File: src/rtl/ula_op_sequencer.sv
// Bytecode-to-ULA control sequencer: decodes one opcode/arg pair, steps the ULA
// datapath through load/execute/capture and holds the result until it is consumed.
module ula_op_sequencer #(
    parameter int DATA_WIDTH = 8,
    parameter int ULA_WIDTH  = 24
) (
    input  logic                  clk,
    input  logic                  reset,
    input  logic                  instr_valid,
    output logic                  instr_ready,
    input  logic [DATA_WIDTH-1:0] opcode,
    input  logic [DATA_WIDTH-1:0] arg,
    output logic [1:0]            SEL_MUX1,
    output logic [1:0]            SEL_MUX2,
    output logic                  CTRL_REG_OP1,
    output logic                  CTRL_REG_OP2,
    output logic [3:0]            SEL_ULA,
    input  logic [ULA_WIDTH-1:0]  ULA_OUT,
    input  logic                  REG_COMP_OUT,
    input  logic                  REG_OVERFLOW_OUT,
    output logic                  res_valid,
    input  logic                  res_ready,
    output logic [ULA_WIDTH-1:0]  res_data,
    output logic                  res_comp,
    output logic                  res_ovf,
    output logic                  err_opcode
);

    typedef enum logic [2:0] {
        IDLE,
        LOAD,
        EXEC,
        CAPT,
        RESP
    } state_t;

    localparam logic [DATA_WIDTH-1:0] OP_ADD  = DATA_WIDTH'(8'h17);
    localparam logic [DATA_WIDTH-1:0] OP_SUB  = DATA_WIDTH'(8'h18);
    localparam logic [DATA_WIDTH-1:0] OP_MUL  = DATA_WIDTH'(8'h14);
    localparam logic [DATA_WIDTH-1:0] OP_AND  = DATA_WIDTH'(8'h40);
    localparam logic [DATA_WIDTH-1:0] OP_XOR  = DATA_WIDTH'(8'h41);
    localparam logic [DATA_WIDTH-1:0] OP_OR   = DATA_WIDTH'(8'h42);
    localparam logic [DATA_WIDTH-1:0] OP_CMP  = DATA_WIDTH'(8'h6B);
    localparam logic [DATA_WIDTH-1:0] OP_JMPF = DATA_WIDTH'(8'h6E);

    state_t               r_state;
    state_t               w_stateNext;
    logic                 w_accept;
    logic                 w_supported;
    logic [1:0]           w_selMux1;
    logic [1:0]           w_selMux2;
    logic [3:0]           w_selUla;
    logic [1:0]           r_selMux1;
    logic [1:0]           r_selMux2;
    logic [3:0]           r_selUla;
    logic [ULA_WIDTH-1:0] r_resData;
    logic                 r_resComp;
    logic                 r_resOvf;
    logic                 r_errOpcode;

    assign w_accept = instr_valid && (r_state == IDLE);

    // Compare ops map arg 0..5 onto ULA selects 8..13; anything larger is rejected.
    always_comb begin
        w_supported = 1'b1;
        w_selMux1   = 2'd0;
        w_selMux2   = 2'd1;
        w_selUla    = 4'd0;
        case (opcode)
            OP_ADD:  w_selUla = 4'd0;
            OP_SUB:  w_selUla = 4'd1;
            OP_MUL:  w_selUla = 4'd2;
            OP_AND:  w_selUla = 4'd3;
            OP_XOR:  w_selUla = 4'd5;
            OP_OR:   w_selUla = 4'd4;
            OP_CMP: begin
                w_supported = (arg <= DATA_WIDTH'(5));
                w_selUla    = 4'd8 + {1'b0, arg[2:0]};
            end
            OP_JMPF: begin
                w_selMux1 = 2'd1;
                w_selMux2 = 2'd2;
            end
            default: w_supported = 1'b0;
        endcase
    end

    always_ff @(posedge clk or negedge reset) begin
        if (!reset) begin
            r_state <= IDLE;
        end else begin
            r_state <= w_stateNext;
        end
    end

    always_comb begin
        w_stateNext = r_state;
        case (r_state)
            IDLE:    if (w_accept) w_stateNext = w_supported ? LOAD : RESP;
            LOAD:    w_stateNext = EXEC;
            EXEC:    w_stateNext = CAPT;
            CAPT:    w_stateNext = RESP;
            RESP:    if (res_ready) w_stateNext = IDLE;
            default: w_stateNext = IDLE;
        endcase
    end

    // Selects change only on a supported accept so a rejected opcode leaves the datapath alone.
    always_ff @(posedge clk or negedge reset) begin
        if (!reset) begin
            r_selMux1   <= 2'd0;
            r_selMux2   <= 2'd0;
            r_selUla    <= 4'd0;
            r_resData   <= '0;
            r_resComp   <= 1'b0;
            r_resOvf    <= 1'b0;
            r_errOpcode <= 1'b0;
        end else begin
            if (w_accept && w_supported) begin
                r_selMux1 <= w_selMux1;
                r_selMux2 <= w_selMux2;
                r_selUla  <= w_selUla;
            end
            if (w_accept && !w_supported) begin
                r_resData   <= '0;
                r_resComp   <= 1'b0;
                r_resOvf    <= 1'b0;
                r_errOpcode <= 1'b1;
            end
            if (r_state == CAPT) begin
                r_resData   <= ULA_OUT;
                r_resComp   <= REG_COMP_OUT;
                r_resOvf    <= REG_OVERFLOW_OUT;
                r_errOpcode <= 1'b0;
            end
        end
    end

    assign instr_ready  = (r_state == IDLE);
    assign CTRL_REG_OP1 = (r_state == LOAD);
    assign CTRL_REG_OP2 = (r_state == LOAD);
    assign res_valid    = (r_state == RESP);
    assign SEL_MUX1     = r_selMux1;
    assign SEL_MUX2     = r_selMux2;
    assign SEL_ULA      = r_selUla;
    assign res_data     = r_resData;
    assign res_comp     = r_resComp;
    assign res_ovf      = r_resOvf;
    assign err_opcode   = r_errOpcode;

endmodule

File: config.mk
export PLATFORM = sky130hd
export DESIGN_NAME = ula_op_sequencer
export DESIGN_NICKNAME = d
export VERILOG_FILES = /design/src/rtl/ula_op_sequencer.sv
export SDC_FILE = /design/constraint.sdc
export NUM_CORES = 1
export LEC_CHECK = 0
export BUFFER_PORTS_ARGS = -buffer_cell sky130_fd_sc_hd__buf_4
export CAP_MARGIN = 20
export CORE_AREA = 2 2 76 78
export CTS_BUF_LIST = sky130_fd_sc_hd__clkbuf_4
export DETAILED_ROUTE_END_ITERATION = 10
export DIE_AREA = 0 0 78 80
export PLACE_DENSITY = 0.62
export SKIP_LAST_GASP = 1
export SYNTH_ARGS = -nofsm -noshare
export SYNTH_HDL_FRONTEND = slang
export SYNTH_SLANG_ARGS = --single-unit
File: constraint.sdc
create_clock -name clk -period 1.4 [get_ports clk]
set_input_delay 0.35 -clock clk [delete_from_list [all_inputs] [get_ports clk]]
set_output_delay 0.35 -clock clk [all_outputs]
set_load 0.01 [all_outputs]
# Word-level counts from Yosys, hierarchy flattened
# Index checks and enable logic that the tools add are counted.
word_totals:
  out_inout_bits: 39
  regBits: 38
op_classes:
  n_mux: 15
  n_addsub: 1
  magnitude_cmp: 1
  n_reduce_logical: 8
  eq_ne: 14
op_table:
  columns: ["operator", "count"]
  rows:
  - ["$mux 24", 2]
  - ["$eq 8x7->1 const B", 5]
  - ["$eq 8x5->1 const B", 3]
  - ["$pmux 4 s6", 1]
  - ["$pmux 3 s5", 1]
  - ["$mux 3", 3]
  - ["$le 8x3->1 const B", 1]
  - ["$reduce_or 7->1", 1]
  - ["$eq 3x2->1 const B", 2]
  - ["$mux 1", 6]
  - ["$add 4x3->4 const A", 1]
  - ["$ne 2x1->1 const B", 2]
  - ["$eq 3x1->1 const B", 1]
  - ["$eq 3x3->1 const B", 1]
  - ["$logic_and 1x1->1", 3]
  - ["$logic_not 3->1", 1]
  - ["$mux 2", 1]
  - ["$pmux 1 s2", 1]
  - ["$reduce_and 2->1", 1]
  - ["$reduce_bool 2->1", 1]
  - ["$logic_not 1->1", 1]

# Longest topological paths before layout
depth:
  word_depth: 7
  mapped_depth: 6

# Worst setup path after synthesis
# Ideal clock, no wire load.
synth_timing:
  kind: "in2reg"
  from: "input port opcode[1]"
  to: "register r_selUla[0], in the netlist SEL_ULA[0]"
  required_ns: 1.275
  arrival_time_ns: 1.832
  setup_ns: 0.125
  path_slack_ns: -0.557
  cell_stages: 5
  cell_sequence: "or3_1 or3b_4 a21oi_4 o21ba_4 mux2_4"
synth_between:
  elab_chain_cells: 4
  word_cells_on_any_way: 12
synth_lines:
  columns: ["item", "line", "rtl"]
  rows:
  - ["start, declared", "11", "input logic [DATA_WIDTH-1:0] opcode,"]
  - ["$eq 8x7->1 / $eq 8x5->1 (equally long branches)", "69", "case (opcode)"]
  - ["$reduce_or 7->1 (no line)", null, null]
  - ["$pmux 1 s2", "69", null]
  - ["$logic_and 1x1->1", "119", "if (w_accept && w_supported) begin"]
  - ["end signal, assigned", "122", "r_selUla <= w_selUla;"]
  - ["end, declared", "55", "logic [3:0] r_selUla;"]
# Parallel ways exist; a longest one is shown, timed or not.
# A chain may end at the register's enable or synchronous reset.

# Final worst setup path
layout_timing:
  from: "input port opcode[2]"
  to: "register r_selUla[2], in the netlist SEL_ULA[2]"
# The elaborated chain is that of the path after synthesis.

==> flow_metrics.tcl <==
set metrics [dict create \
    power_density_mw_per_mm2 1060 \
    slew_viol_final 0 \
    cts_root_buf "clkbuf_4" \
    hpwl_um 3490 \
    status "finished with violations" \
    gp_congestion 0.830 \
    synthDominantCellAreaShare 0.496 \
    detail-route-antenna-nets 0 \
    vdd_drop_max_uv 461 \
    p_leak_nw 1.39 \
    drt_iter0_markers 54 \
    cp-end-kind "flop" \
    r2r_cells 5 \
    dr.pass1.iters 3 \
    cp.required_ps 1630 \
    pwr-share-seq 0.358 \
    core_mm2 0.00541 \
    grt_pass1_vias 1681 \
    synth_fp_nets 228 \
    yosysUniqueCellTypes 41 \
    cts_buffers 5 \
    yosys.area.top_type "dfrtp_1" \
    ys_ff_latch 36 \
    wl_per_cell_um 13.3 \
    grt_use_total 0.166 \
    cp.buffers_inverters 1 \
    cap_violations 0 \
    cts_tree "done" \
    cts.sinks 36 \
    clockPowerShare 0.234 \
    path_clk_slew_ps 120 \
    design_area_mm2 0.00301 \
    p_comb_frac 0.408 \
    drive_gt1_frac 0.592 \
    clock.fmax_ghz 0.602 \
    vias 1686 \
    post-place-ws_ps -659 \
    crit_end "SEL_ULA[2]$_DFFE_PN0P_" \
    hp-class "primary input to flop" \
    r2r_start "r_state[0]$_DFFE_PN0P_" \
    fin_crit_sh 1.19 \
    r2r_slack_ps -180 \
    fin_cells 366 \
    syn_area_mm2 0.00182 \
    startpoint_type "primary input" \
    finalHoldViolations 0 \
    n_antenna_cell 0 \
    areaGrowthSynthToFinish_pct 65.5 \
    io_buffers 83 \
    crit_cells 6 \
    htree_levels 2 \
    clock_latency_ps 340 \
    intPower_mw 2.19 \
    slowest_stage "or4_4" \
    crit_family "simple AND/OR/NAND/NOR gates" \
    die_w_um 78 \
    worst_slack_ps -260 \
    failed_checks "setup timing" \
    critical_path.cell_chain "buf_6, or4_4, or2_4, a21oi_4, o21ba_4, mux2_4" \
    wl_um 4860 \
    grt_pass1_wl_um 8140 \
    rsz0062_at_grt "yes" \
    synthTopCellsByArea "dfrtp_1 50%, nand2_1 12%, a21oi_2 9.6%" \
    seq_area_frac_synth 0.496 \
    rr_endpoint "SEL_ULA[2]$_DFFE_PN0P_" \
    pin_count 85 \
    placedCellCount 353 \
    setup_viol 39 \
    startpoint "opcode[2]" \
    arrival_ps 1890 \
    antenna_found_initial 0 \
    drc_errors 0 \
    grt_max_degree 37 \
    clock_path_buffers 2 \
    fin_nets 339 \
    min_period_ps 1660 \
    switchingPower_mw 0.985 \
    die_y_um 80 \
    final.setup.tns_ps -6670 \
    slowest_delay_ps 530 \
    syn-mean-instance-area_um2 9.98 \
    fin_worst_skew_ps 16.3 \
    placedInstanceArea_mm2 0.00273 \
    start_util 0.336 \
    ys_warn_count 0 \
    globalRouteOverflowTotal 0 \
    cp_max_fo 4 \
    synth_cells 182 \
    crit_type "primary input to flop" \
    dieArea_mm2 0.00624 \
    rows 27 \
    switching_share 0.310 \
    vias_per_cell 4.61 \
    fin_util 0.556 \
]
[layer usage]
metal,up-vias,routed length [um],track usage
li1,836,-,-
met4,0,46,0.0421
met3,4,269,0.0486
met2,49,2360,0.275
met5,-,0,0
met1,797,2180,0.215
[cells by family (layout without fill, tap and decap cells)]
logic type             count (synthesis)  after routing  share of synthesized area
AO/OA/AOI/OAI                         44             44                      0.198
flip-flops                            36             36                      0.496
AND/OR/NAND/NOR                       80             80                      0.214
XOR/XNOR                               3              3                     0.0145
other                                  1              1                    0.00206
buffers and inverters                 14            126                     0.0434
multiplexers                           4              4                     0.0331
[worst register-to-register path: stages (launching register included)]
cell	delay, ps
dfrtp_1	400
nor3_2	250
nand2_2	120
buf_4	150
o21ba_4	260
mux2_4	300
[cells in the mapped netlist]
master	number
nor3_1	2
a21oi_4	1
nor2b_1	1
and2b_2	1
nor4_1	1
or2_1	1
a21oi_1	9
o31ai_1	1
a32oi_1	1
conb_1	1
or3b_4	1
dfrtp_1	36
nor3_4	1
nor2_1	4
a21oi_2	20
a211oi_1	1
inv_1	3
or4_1	1
nand2_1	57
o21ba_4	1
buf_6	2
or3_1	1
and3_2	1
o31a_1	1
nor3b_2	1
o21bai_1	1
a21o_1	2
xnor2_1	3
o41ai_1	1
a211o_1	2
o21ai_0	1
mux2_4	4
o21ai_1	1
and4bb_1	1
or2b_2	1
nand3b_1	2
o2bb2ai_2	1
nor3b_1	2
and3b_1	1
clkbuf_1	6
buf_4	3
[power groups by stage]
stage	clock [mW]	sequential (mW)	combinational [mW]
2_1_floorplan	0	1.17	0.490
3_3_place_gp	0	1.15	1.01
3_5_place_dp	0	1.15	1.02
4_1_cts	0.766	1.14	1.23
5_1_grt	0.820	1.14	1.39
6_report	0.744	1.14	1.29
[layout by cell type, fill, tap and decap left out, types with 3 or more instances in the layout]
cell and count:
buf_4 97, nand2_1 56, dfrtp_1 36, a21oi_2 27, buf_6 14, clkbuf_4 6, nor2_1 4, mux2_4 4
nor3b_4 3, inv_1 3, xnor2_1 3, buf_12 3
[area by class of cell]
class | count | area (um^2)
fill | 516 | 2400
multi-input combinational | 132 | 968
timing repair buffer | 115 | 956
sequential | 36 | 901
tap | 72 | 90.1
clock buffer | 6 | 45.0
clock inverter | 2 | 35.0
inverter | 3 | 11.3
[flip-flops by register name, summed over array words and instances (netlist names)]
signal and flops:
res_comp 1, SEL_MUX2 2, res_ovf 1, SEL_ULA 4, r_state 3, err_opcode 1, res_data 24
[worst min path at each step]
stage	startpoint	end	slack [ps]	depth (start not counted)
detailed placement	reset	res_data[14]$_DFFE_PN0P_	340	1
CTS	ULA_OUT[10]	res_data[10]$_DFFE_PN0P_	230	3
floorplan	reset	SEL_MUX2[0]$_DFFE_PN0P_	50	0
global placement	reset	res_data[16]$_DFFE_PN0P_	340	1
global route	ULA_OUT[22]	res_data[22]$_DFFE_PN0P_	210	3
finish	ULA_OUT[9]	res_data[9]$_DFFE_PN0P_	240	3
[stage by stage]
| stage | power [mW] | hold WS, ps |
|---|---|---|
| global route | 3.35 | 213 |
| global placement | 2.16 | 335 |
| detailed placement | 2.17 | 337 |
| floorplan | 1.66 | 54.4 |
| CTS | 3.13 | 225 |
| finish | 3.18 | 236 |
[timing repair]
item                       CTS  global route
buffers inserted             4             0
gates resized for setup     24            10
hold buffers                 1             0
pin swaps                    7             4
setup endpoints to repair   39            39
hold endpoints to repair    36             0
Note: power is estimated with default switching activity, not from simulation.
